[config.mk]
export PLATFORM = sky130hd
export DESIGN_NAME = frame_burst_writer
export DESIGN_NICKNAME = d
export VERILOG_FILES = /design/src/rtl/frame_burst_writer_pkg.sv /design/src/rtl/burst_pixel_cache.sv /design/src/rtl/frame_burst_writer.sv
export SDC_FILE = /design/constraint.sdc
export NUM_CORES = 1
export LEC_CHECK = 0
export ABC_CLOCK_PERIOD_IN_PS = 12000
export BUFFER_PORTS_ARGS = -buffer_cell sky130_fd_sc_hd__buf_4
export CORE_AREA = 2 2 234 282
export CTS_BUF_LIST = sky130_fd_sc_hd__clkbuf_8
export DETAILED_ROUTE_END_ITERATION = 10
export DIE_AREA = 0 0 236 284
export SLEW_MARGIN = 0
export SYNTH_ARGS = -nofsm -noshare
export SYNTH_HDL_FRONTEND = slang
export SYNTH_SLANG_ARGS = --single-unit
[constraint.sdc]
create_clock -name clk -period 12 [get_ports clk]
set_input_delay 1.2 -clock clk [delete_from_list [all_inputs] [get_ports clk]]
set_output_delay 1.2 -clock clk [all_outputs]
set_load 0.02 [all_outputs]
[src/rtl/frame_burst_writer_pkg.sv]
// Shared types and helpers for the camera frame burst writer.
// Holds the FSM state encoding, the FIFO marker words and the burst-size helper.
package frame_burst_writer_pkg;

  typedef enum logic [3:0] {
    ST_IDLE,
    ST_WAIT_SOF,
    ST_WAIT_SOL,
    ST_FILL,
    ST_REQ,
    ST_BURST,
    ST_TAIL,
    ST_STEP,
    ST_WAIT_EOF
  } fbw_state_e;

  localparam logic [16:0] MARK_SOF = 17'h10000;
  localparam logic [16:0] MARK_SOL = 17'h10001;
  localparam logic [16:0] MARK_EOF = 17'h1FFFF;

  // Pixels in the next burst: a full burst, or whatever is left of the row.
  function automatic int min_load(input int col, input int width, input int burst);
    return ((width - col) < burst) ? (width - col) : burst;
  endfunction

endpackage

[src/rtl/burst_pixel_cache.sv]
// One-burst pixel buffer: 16-bit pixel writes, 32-bit beat reads {odd, even}.
// Read data is registered, so a beat address presented in cycle t appears in t+1.
module burst_pixel_cache #(
  parameter int BURST_PIXELS = 32
) (
  input  logic                                clk,
  input  logic                                reset_n,
  input  logic                                wr_en,
  input  logic [$clog2(BURST_PIXELS)-1:0]     wr_addr,
  input  logic [15:0]                         wr_data,
  input  logic [$clog2(BURST_PIXELS/2)-1:0]   rd_addr,
  output logic [31:0]                         rd_data
);

  localparam int BEATS = BURST_PIXELS / 2;
  localparam int PW    = $clog2(BURST_PIXELS);

  // Even and odd pixels live in separate banks so one read returns a full beat.
  logic [15:0] even_mem [BEATS];
  logic [15:0] odd_mem  [BEATS];
  logic [31:0] rd_data_d;
  logic [31:0] rd_data_q;

  always_ff @(posedge clk) begin
    if (wr_en) begin
      if (wr_addr[0]) odd_mem[wr_addr[PW-1:1]]  <= wr_data;
      else            even_mem[wr_addr[PW-1:1]] <= wr_data;
    end
  end

  always_comb begin
    rd_data_d = {odd_mem[rd_addr], even_mem[rd_addr]};
  end

  always_ff @(posedge clk or negedge reset_n) begin
    if (!reset_n) rd_data_q <= '0;
    else          rd_data_q <= rd_data_d;
  end

  assign rd_data = rd_data_q;

endmodule

[src/rtl/frame_burst_writer.sv]
// Drains a tagged pixel FIFO (SOF/SOL/EOF markers plus RGB565 pixels) into
// masked PSRAM write bursts, checking row structure and resyncing on errors.
module frame_burst_writer
  import frame_burst_writer_pkg::*;
#(
  parameter int BURST_PIXELS = 32,
  parameter int FRAME_WIDTH  = 640,
  parameter int FRAME_HEIGHT = 480,
  parameter int LINE_STRIDE  = 640,
  parameter int ADDR_W       = 21,
  parameter int TCMD         = 19
) (
  input  logic              clk,
  input  logic              reset_n,
  input  logic              start,
  input  logic [ADDR_W-1:0] base_addr,
  input  logic              queue_empty,
  input  logic [16:0]       queue_data,
  output logic              rd_en,
  output logic              write_rq,
  input  logic              write_ack,
  output logic [ADDR_W-1:0] write_addr,
  output logic              mem_wr_en,
  output logic [31:0]       write_data,
  output logic [3:0]        write_mask,
  output logic              upload_done,
  output logic              frame_error,
  output logic              busy
);

  localparam int CW    = $clog2(FRAME_WIDTH + 1);
  localparam int RW    = $clog2(FRAME_HEIGHT + 1);
  localparam int FW    = $clog2(BURST_PIXELS + 1);
  localparam int PW    = $clog2(BURST_PIXELS);
  localparam int BW    = $clog2(BURST_PIXELS / 2);
  localparam int TW    = $clog2(TCMD + 1);
  localparam int BEATS = BURST_PIXELS / 2;

  fbw_state_e        state_q, state_d;
  logic [ADDR_W-1:0] base_q, base_d;
  logic [ADDR_W-1:0] row_base_q, row_base_d;
  logic [RW-1:0]     row_q, row_d;
  logic [CW-1:0]     col_q, col_d;
  logic [FW-1:0]     fill_q, fill_d;
  logic [TW-1:0]     cyc_q, cyc_d;
  logic              done_q, done_d;
  logic              err_q, err_d;

  logic              pop;
  logic [FW-1:0]     load_n;
  logic [FW-1:0]     fill_inc;
  int                col_next;
  logic              cache_we;
  logic [BW-1:0]     cache_rd_addr;
  logic              mask_lo, mask_hi;

  assign pop      = rd_en & ~queue_empty;
  assign load_n   = FW'(min_load(int'(col_q), FRAME_WIDTH, BURST_PIXELS));
  assign fill_inc = fill_q + FW'(1);
  assign col_next = int'(col_q) + int'(load_n);
  assign mask_lo  = (2 * int'(cyc_q)) >= int'(load_n);
  assign mask_hi  = (2 * int'(cyc_q) + 1) >= int'(load_n);

  always_comb begin
    state_d       = state_q;
    base_d        = base_q;
    row_base_d    = row_base_q;
    row_d         = row_q;
    col_d         = col_q;
    fill_d        = fill_q;
    cyc_d         = cyc_q;
    done_d        = 1'b0;
    err_d         = 1'b0;
    rd_en         = 1'b0;
    write_rq      = 1'b0;
    mem_wr_en     = 1'b0;
    write_mask    = 4'hF;
    cache_we      = 1'b0;
    cache_rd_addr = '0;

    case (state_q)
      ST_IDLE: begin
        if (start) begin
          base_d  = base_addr;
          state_d = ST_WAIT_SOF;
        end
      end
      ST_WAIT_SOF: begin
        rd_en = 1'b1;
        if (pop && queue_data == MARK_SOF) begin
          row_d      = '0;
          row_base_d = base_q;
          state_d    = ST_WAIT_SOL;
        end
      end
      ST_WAIT_SOL: begin
        rd_en = 1'b1;
        if (pop) begin
          if (queue_data == MARK_SOL) begin
            col_d   = '0;
            fill_d  = '0;
            state_d = ST_FILL;
          end else begin
            err_d   = 1'b1;
            state_d = ST_WAIT_SOF;
          end
        end
      end
      ST_FILL: begin
        rd_en = 1'b1;
        if (pop) begin
          if (queue_data[16]) begin
            err_d   = 1'b1;
            state_d = ST_WAIT_SOF;
          end else begin
            cache_we = 1'b1;
            fill_d   = fill_inc;
            if (fill_inc == load_n) state_d = ST_REQ;
          end
        end
      end
      ST_REQ: begin
        // Pre-read beat 0 so it is on write_data in the mem_wr_en cycle.
        write_rq = 1'b1;
        cyc_d    = '0;
        if (write_ack) state_d = ST_BURST;
      end
      ST_BURST: begin
        write_rq   = 1'b1;
        mem_wr_en  = (cyc_q == '0);
        write_mask = {mask_hi, mask_hi, mask_lo, mask_lo};
        cyc_d      = cyc_q + TW'(1);
        if (cyc_q < TW'(BEATS - 1)) cache_rd_addr = BW'(int'(cyc_q) + 1);
        if (cyc_q == TW'(BEATS - 1)) state_d = ST_TAIL;
      end
      ST_TAIL: begin
        write_rq = 1'b1;
        cyc_d    = cyc_q + TW'(1);
        if (cyc_q == TW'(TCMD - 1)) state_d = ST_STEP;
      end
      ST_STEP: begin
        // One idle cycle after write_rq drops keeps the FIFO quiet while the arbiter releases.
        col_d = CW'(col_next);
        if (col_next < FRAME_WIDTH) begin
          fill_d  = '0;
          state_d = ST_FILL;
        end else begin
          row_d      = row_q + RW'(1);
          row_base_d = row_base_q + ADDR_W'(LINE_STRIDE);
          if (int'(row_q) + 1 < FRAME_HEIGHT) state_d = ST_WAIT_SOL;
          else                                state_d = ST_WAIT_EOF;
        end
      end
      ST_WAIT_EOF: begin
        rd_en = 1'b1;
        if (pop) begin
          if (queue_data == MARK_EOF) begin
            done_d  = 1'b1;
            state_d = ST_IDLE;
          end else begin
            err_d   = 1'b1;
            state_d = ST_WAIT_SOF;
          end
        end
      end
      default: state_d = ST_IDLE;
    endcase
  end

  always_ff @(posedge clk or negedge reset_n) begin
    if (!reset_n) begin
      state_q    <= ST_IDLE;
      base_q     <= '0;
      row_base_q <= '0;
      row_q      <= '0;
      col_q      <= '0;
      fill_q     <= '0;
      cyc_q      <= '0;
      done_q     <= 1'b0;
      err_q      <= 1'b0;
    end else begin
      state_q    <= state_d;
      base_q     <= base_d;
      row_base_q <= row_base_d;
      row_q      <= row_d;
      col_q      <= col_d;
      fill_q     <= fill_d;
      cyc_q      <= cyc_d;
      done_q     <= done_d;
      err_q      <= err_d;
    end
  end

  burst_pixel_cache #(
    .BURST_PIXELS(BURST_PIXELS)
  ) u_cache (
    .clk     (clk),
    .reset_n (reset_n),
    .wr_en   (cache_we),
    .wr_addr (fill_q[PW-1:0]),
    .wr_data (queue_data[15:0]),
    .rd_addr (cache_rd_addr),
    .rd_data (write_data)
  );

  assign write_addr  = write_rq ? (row_base_q + ADDR_W'(col_q)) : '0;
  assign upload_done = done_q;
  assign frame_error = err_q;
  assign busy        = (state_q != ST_IDLE);

endmodule

## Yosys cells after proc, flatten, opt, wreduce, memory -nomap -nowiden

Memories as Yosys holds them, arrays and structs flattened. A register that Yosys moved wholly into a read port is not among the register bits.
Cells that the tools add are included.

- Register bits after elaboration: 78
- Bits in writable memories: 512
- Word-level logic and storage cells: 132
- Memories kept: 2

- Add/sub/neg operators: 10
- $lt $le $gt $ge: 6
- Equality and inequality tests: 27
- Multiplexer cells: 58
- Bitwise logic cells: 2
- Reduce and logical (&&, ||, !) cells: 18

Memory list:

| memory | depth | width | read ports | clocked after memory_dff | wr ports | RTL line | source |
|---|---|---|---|---|---|---|---|
| u_cache.even_mem | 16 | 16 | 1 | 1 | 1 | burst_pixel_cache.sv:19 | `logic [15:0] even_mem [BEATS];` |
| u_cache.odd_mem | 16 | 16 | 1 | 1 | 1 | burst_pixel_cache.sv:20 | `logic [15:0] odd_mem [BEATS];` |

Operators with widths:

| operator | count |
|---|---|
| 21-bit two-way mux | 3 |
| 4-bit two-way mux | 15 |
| 17-bit equality test, second input constant | 3 |
| 21-bit case mux with 2 select lines | 1 |
| 6-bit two-way mux | 6 |
| 4-bit case mux with 9 select lines | 1 |
| 2-bit != test, second input constant | 12 |
| 1-bit two-way mux | 22 |
| 21-bit by 10-bit adder with 21-bit output | 1 |
| 21-bit by 10-bit adder with 21-bit output, second input constant | 1 |
| 10-bit two-way mux | 2 |
| 10-bit case mux with 2 select lines | 1 |
| 9-bit two-way mux | 2 |
| 6-bit case mux with 3 select lines | 1 |
| 9-bit case mux with 2 select lines | 1 |
| 4-bit by 3-bit equality test with 1-bit output, second input constant | 4 |
| 10-bit by 6-bit adder with 11-bit output | 1 |
| 11-bit by 10-bit < comparator with 1-bit output, second input constant | 1 |
| 11-bit by 7-bit < comparator with 1-bit output, second input constant | 1 |
| 10-bit by 10-bit subtractor with 11-bit output, first input constant | 1 |
| 9-bit by 1-bit adder with 10-bit output, second input constant | 1 |
| 10-bit by 9-bit < comparator with 1-bit output, second input constant | 1 |
| 5-bit case mux with 2 select lines | 1 |
| 9-bit by 1-bit adder with 9-bit output, second input constant | 1 |
| other kinds (32) | 37 |

## Logic depth before layout (Yosys ltp)

- Word-level depth: 8
- Depth in mapped cells: 24
- Mapped depth without buffers: 19

## Hierarchy

Synthesis repeated with hierarchy kept, for this count alone.

- Cell total of the unflattened synthesis: 1560
- Area, all modules: 25882.3 µm²

By module, submodules not included:

| module | times used | cells an instance | area each (µm²) | seq. area each (µm²) |
|---|---|---|---|---|
| burst_pixel_cache | 1 | 866 | 20099.3 | 16175.5 |
| frame_burst_writer | 1 | 694 | 5783.0 | 1951.9 |

## Worst setup path after synthesis

Ideal clock, no wire load.

- Path kind: register -> output
- Start: reg col_q[1]
- End: out write_mask[1]
- Data arrival time: 3.909 ns
- Required time: 10.800 ns
- Slack: 6.891 ns
- Stages on the path, launching flop included: 16
- Cell sequence: dfrtp_1 -> inv_1 -> ha_1 -> or4b_4 -> nand4b_1 -> nand3_2 -> a21o_1 -> buf_2 -> buf_1 -> nand2_1 -> ha_1 -> a21o_1 -> a21o_1 -> a2111oi_0 -> o21ai_0 -> buf_4

- Cells in the longest elaborated chain, start to end: 5

RTL lines:

| item | RTL line | source |
|---|---|---|
| from (decl) | frame_burst_writer.sv:43 | `logic [CW-1:0] col_q, col_d;` |
| from (signal assigned) | frame_burst_writer.sv:186 | `col_q <= col_d;` |
| 10-bit by 10-bit subtractor with 11-bit output (*) | frame_burst_writer_pkg.sv:23 | `return ((width - col) < burst) ? (width - col) : burst;` |
| 11-bit by 7-bit < comparator with 1-bit output | frame_burst_writer_pkg.sv:23 |  |
| 6-bit two-way mux (*) | frame_burst_writer_pkg.sv:23 |  |
| 6-bit >= comparator (*) | frame_burst_writer.sv:61 | `assign mask_lo = (2 * int'(cyc_q)) >= int'(load_n);` |
| 4-bit two-way mux (*) | frame_burst_writer.sv:81 | `case (state_q)` |
| to (decl) | frame_burst_writer.sv:25 | `output logic [3:0] write_mask,` |

Every way passes the cells marked *; elsewhere a longest branch is shown, timed or not.

## Worst setup path after layout

- Start: reg col_q[1]
- End: out write_mask[0]

The elaborated chain is that of the path after synthesis.

==> metrics <==
Cell variety after synth 70; Worst-Margin Slew 1.20 ns; # Max-Cap Violations 0; worst ir drop on vdd 0.130 mV; P&R area growth vs syn 13.0%; critical path class reg2out; DR vias 18000; share of layout cells above drive strength 1 0.145; average routed wire per standard cell 21.4 um; cell area after synthesis 26700 um2; Clock Tree Root clkbuf_8; CP Capture Type primary output; vias in the first global route between 15000 and 20000; fin area ~30000 um2; critical path arrival around 5.0 ns; startpoint types register; cell internal pwr 3.85 mW; drt drc 0; Synth Area in Compound Gates 0.138; status complete, no violations; ratio of final minimum period to clock period 0.517; dpl ws 6.56 ns; Post-synth top cells edfxtp_1 (512), nand2_1 (328), a211oi_1 (162); syn nets 2191; Starting DRT DRC Count around 1400; Setup Skew 0.0351 ns; CP Max Fanout 23; Hold Violations, Final 0; hpwl dp 36500 um; initial core utilization 0.417; Synth area leaders edfxtp_1 (57%), dfrtp_1 (10%), nand2_1 (4.6%); main combinational cell family by area after synthesis compound AO/OA/AOI/OAI gates; IO Pins 106; vias per inst 5.74; CTS Buf Count 98; Die Wd around 240 um; adder-cell share of the synthesized area 0.0144; ys async rst share 0.177; Clk pwr share 0.296; first-pass GRT wire length 102000 um; unrepaired setup endpoints after global routing no; CTS Buffer Depth 3; RePlAce Congestion 0.820; sequential power share 0.458; sequential share of the synthesized area 0.678; Worst Path Required approximately 11 ns; min Tclk post-route 6.21 ns; XOR/XNOR share of the synthesized area 0.0105; Port Buffers 105; Post-DRT Antenna Nets 0; cell taking the most area after synthesis edfxtp_1; Tot GR Track Use 0.196; # hold bufs at CTS 0; syn_area_per_cell 12.6 um2; drt first pass iters 6; CTS tree built; leakage dissipation 10.9 nW; Cells after Synth between 2000 and 2500; H-tree levels 3; yosys synthesis warning count 0; Logic pwr share 0.247; Core Box Area approximately 64000 um2; Yosys top cell area share 0.575; largest net degree at the start of global routing 106; Cell Pwr Density 191 nW/um2; Synth Area in Simple Gates 0.118; NetSw 1.91 mW; GR Overflow Total 0; DP Area 28300 um2; antenna violations before repair 1; mux cell area share after synthesis 0.0133; DIE AREA 67000 um2; nets 2282; CTS resizes 0; f_max roughly 160 MHz; Switching Share 0.332; clock-pin slew on the worst setup and hold paths 0.07 ns; Row Count 102; min-delay worst type reg2reg; PnR worst setup slack slightly below 6 ns; max-slew violations 0; DRT Wirelength ~67000 um; die height 284 um; Fin Setup TNS 0 ns; count leader, synth edfxtp_1; Synth Flop Type edfxtp_1; Rel. slew slack 0.200; Worst-Skew Late Latency 0.68 ns; number of synthesized flops with an enable pin 512; setup repair bufs after CTS 0; setup violators final 0; synthesized flop and latch total between 600 and 700; # clock sinks 622
## kinds of logic after synthesis
| kind of cell | count (synthesis) |
|---|---|
| buf+inv | 191 |
| compound gates | 543 |
| mux | 32 |
| simple gates | 670 |
| xor+xnor | 32 |
| flops | 622 |
| fa+ha+maj | 30 |
## state kept, by name, summed over array words and instances, names as in the netlist
register and flops:
row_base_q 21, u_cache.odd_mem 256, base_q 21, row_q 9, state_q 4, col_q 10, fill_q 6, u_cache.even_mem 256
frame_error 1, u_cache.rd_data 32, cyc_q 5, upload_done 1
## power groups by stage
stage                     Combinational [mW]  Sequential, mW  Clock [mW]
final                                   1.42            2.64        1.70
after global routing                    1.56            2.66        1.84
after CTS                               1.42            2.64        1.75
after detailed placement                1.42            2.68           0
after global placement                  1.39            2.67           0
after floorplan                        0.954            2.65           0
## placed cells by master (no fill, tap or decap), types with 14 or more instances in the layout
cell / n
clkinv_1: 25
a211oi_1: 162
xor2_1: 14
nor2_1: 88
clkbuf_8: 108
nand3_1: 35
a31oi_1: 72
inv_1: 57
o21ai_0: 47
buf_4: 153
and3_1: 137
edfxtp_1: 512
a311oi_1: 65
clkinv_2: 15
dfrtp_1: 110
nand2_1: 327
a21oi_1: 120
xnor2_1: 18
ha_1: 26
nor3_1: 17
mux2_2: 29
## worst max-delay path, cell delays in order (launching register included)
cell       delay, ns
dfrtp_1         0.51
inv_1           0.17
ha_1            0.21
or4b_4          0.50
nand4b_1        0.21
nand3_2         0.15
a21o_1          0.55
nand2_1         0.12
ha_1            0.33
a21o_1          0.16
a21o_1          0.16
a2111oi_0       0.71
o21ai_0         0.31
buf_4           0.24
## stage by stage
step | cells | power, mW | utilization | hold slack (ns)
after global placement | 2943 | 4.06 | 0.441 | 0.468
after floorplan | 2120 | 3.61 | - | 0.449
after detailed placement | 2943 | 4.10 | 0.441 | 0.495
after global routing | 3127 | 6.05 | 0.471 | 0.520
after CTS | 3126 | 5.81 | 0.471 | 0.486
final | 3127 | 5.76 | 0.471 | 0.495
## per-layer routing
metal | vias up | wire [um] | global-route usage
li1 | 8289 | - | -
met1 | 8939 | 27400 | 0.250
met2 | 633 | 33800 | 0.342
met3 | 99 | 4410 | 0.0308
met4 | 0 | 1340 | 0.0619
met5 | - | 0 | 0
## area by class of cell
| class | count | area, um2 |
|---|---|---|
| Antenna cell | 1 | 2.50 |
| Sequential cell | 622 | 18100 |
| Timing Repair Buffer | 153 | 1150 |
| Clock buffer | 108 | 1490 |
| Fill cell | 5718 | 34000 |
| Clock inverter | 75 | 382 |
| Tap cell | 832 | 1040 |
| Multi-Input combinational cell | 1307 | 7910 |
| Inverter | 29 | 110 |
## path summary, 6_finish.rpt
| kind | cells past startpoint | endpoint | startpoint | slack [ns] |
|---|---|---|---|---|
| setup reg to reg | 18 | row_q[6] | col_q[1] | 6.68 |
| max in group asynchronous | 2 | cyc_q[1] | reset_n | 10.11 |
| hold / removal | 2 | row_base_q[7] | base_q[7] | 0.49 |
| setup / recovery | 13 | write_mask[0] | col_q[1] | 5.79 |
| hold reg to reg | 2 | row_base_q[7] | base_q[7] | 0.49 |
| min in group asynchronous | 1 | base_q[14] | reset_n | 0.52 |
Power figures use the tool's default switching activity.
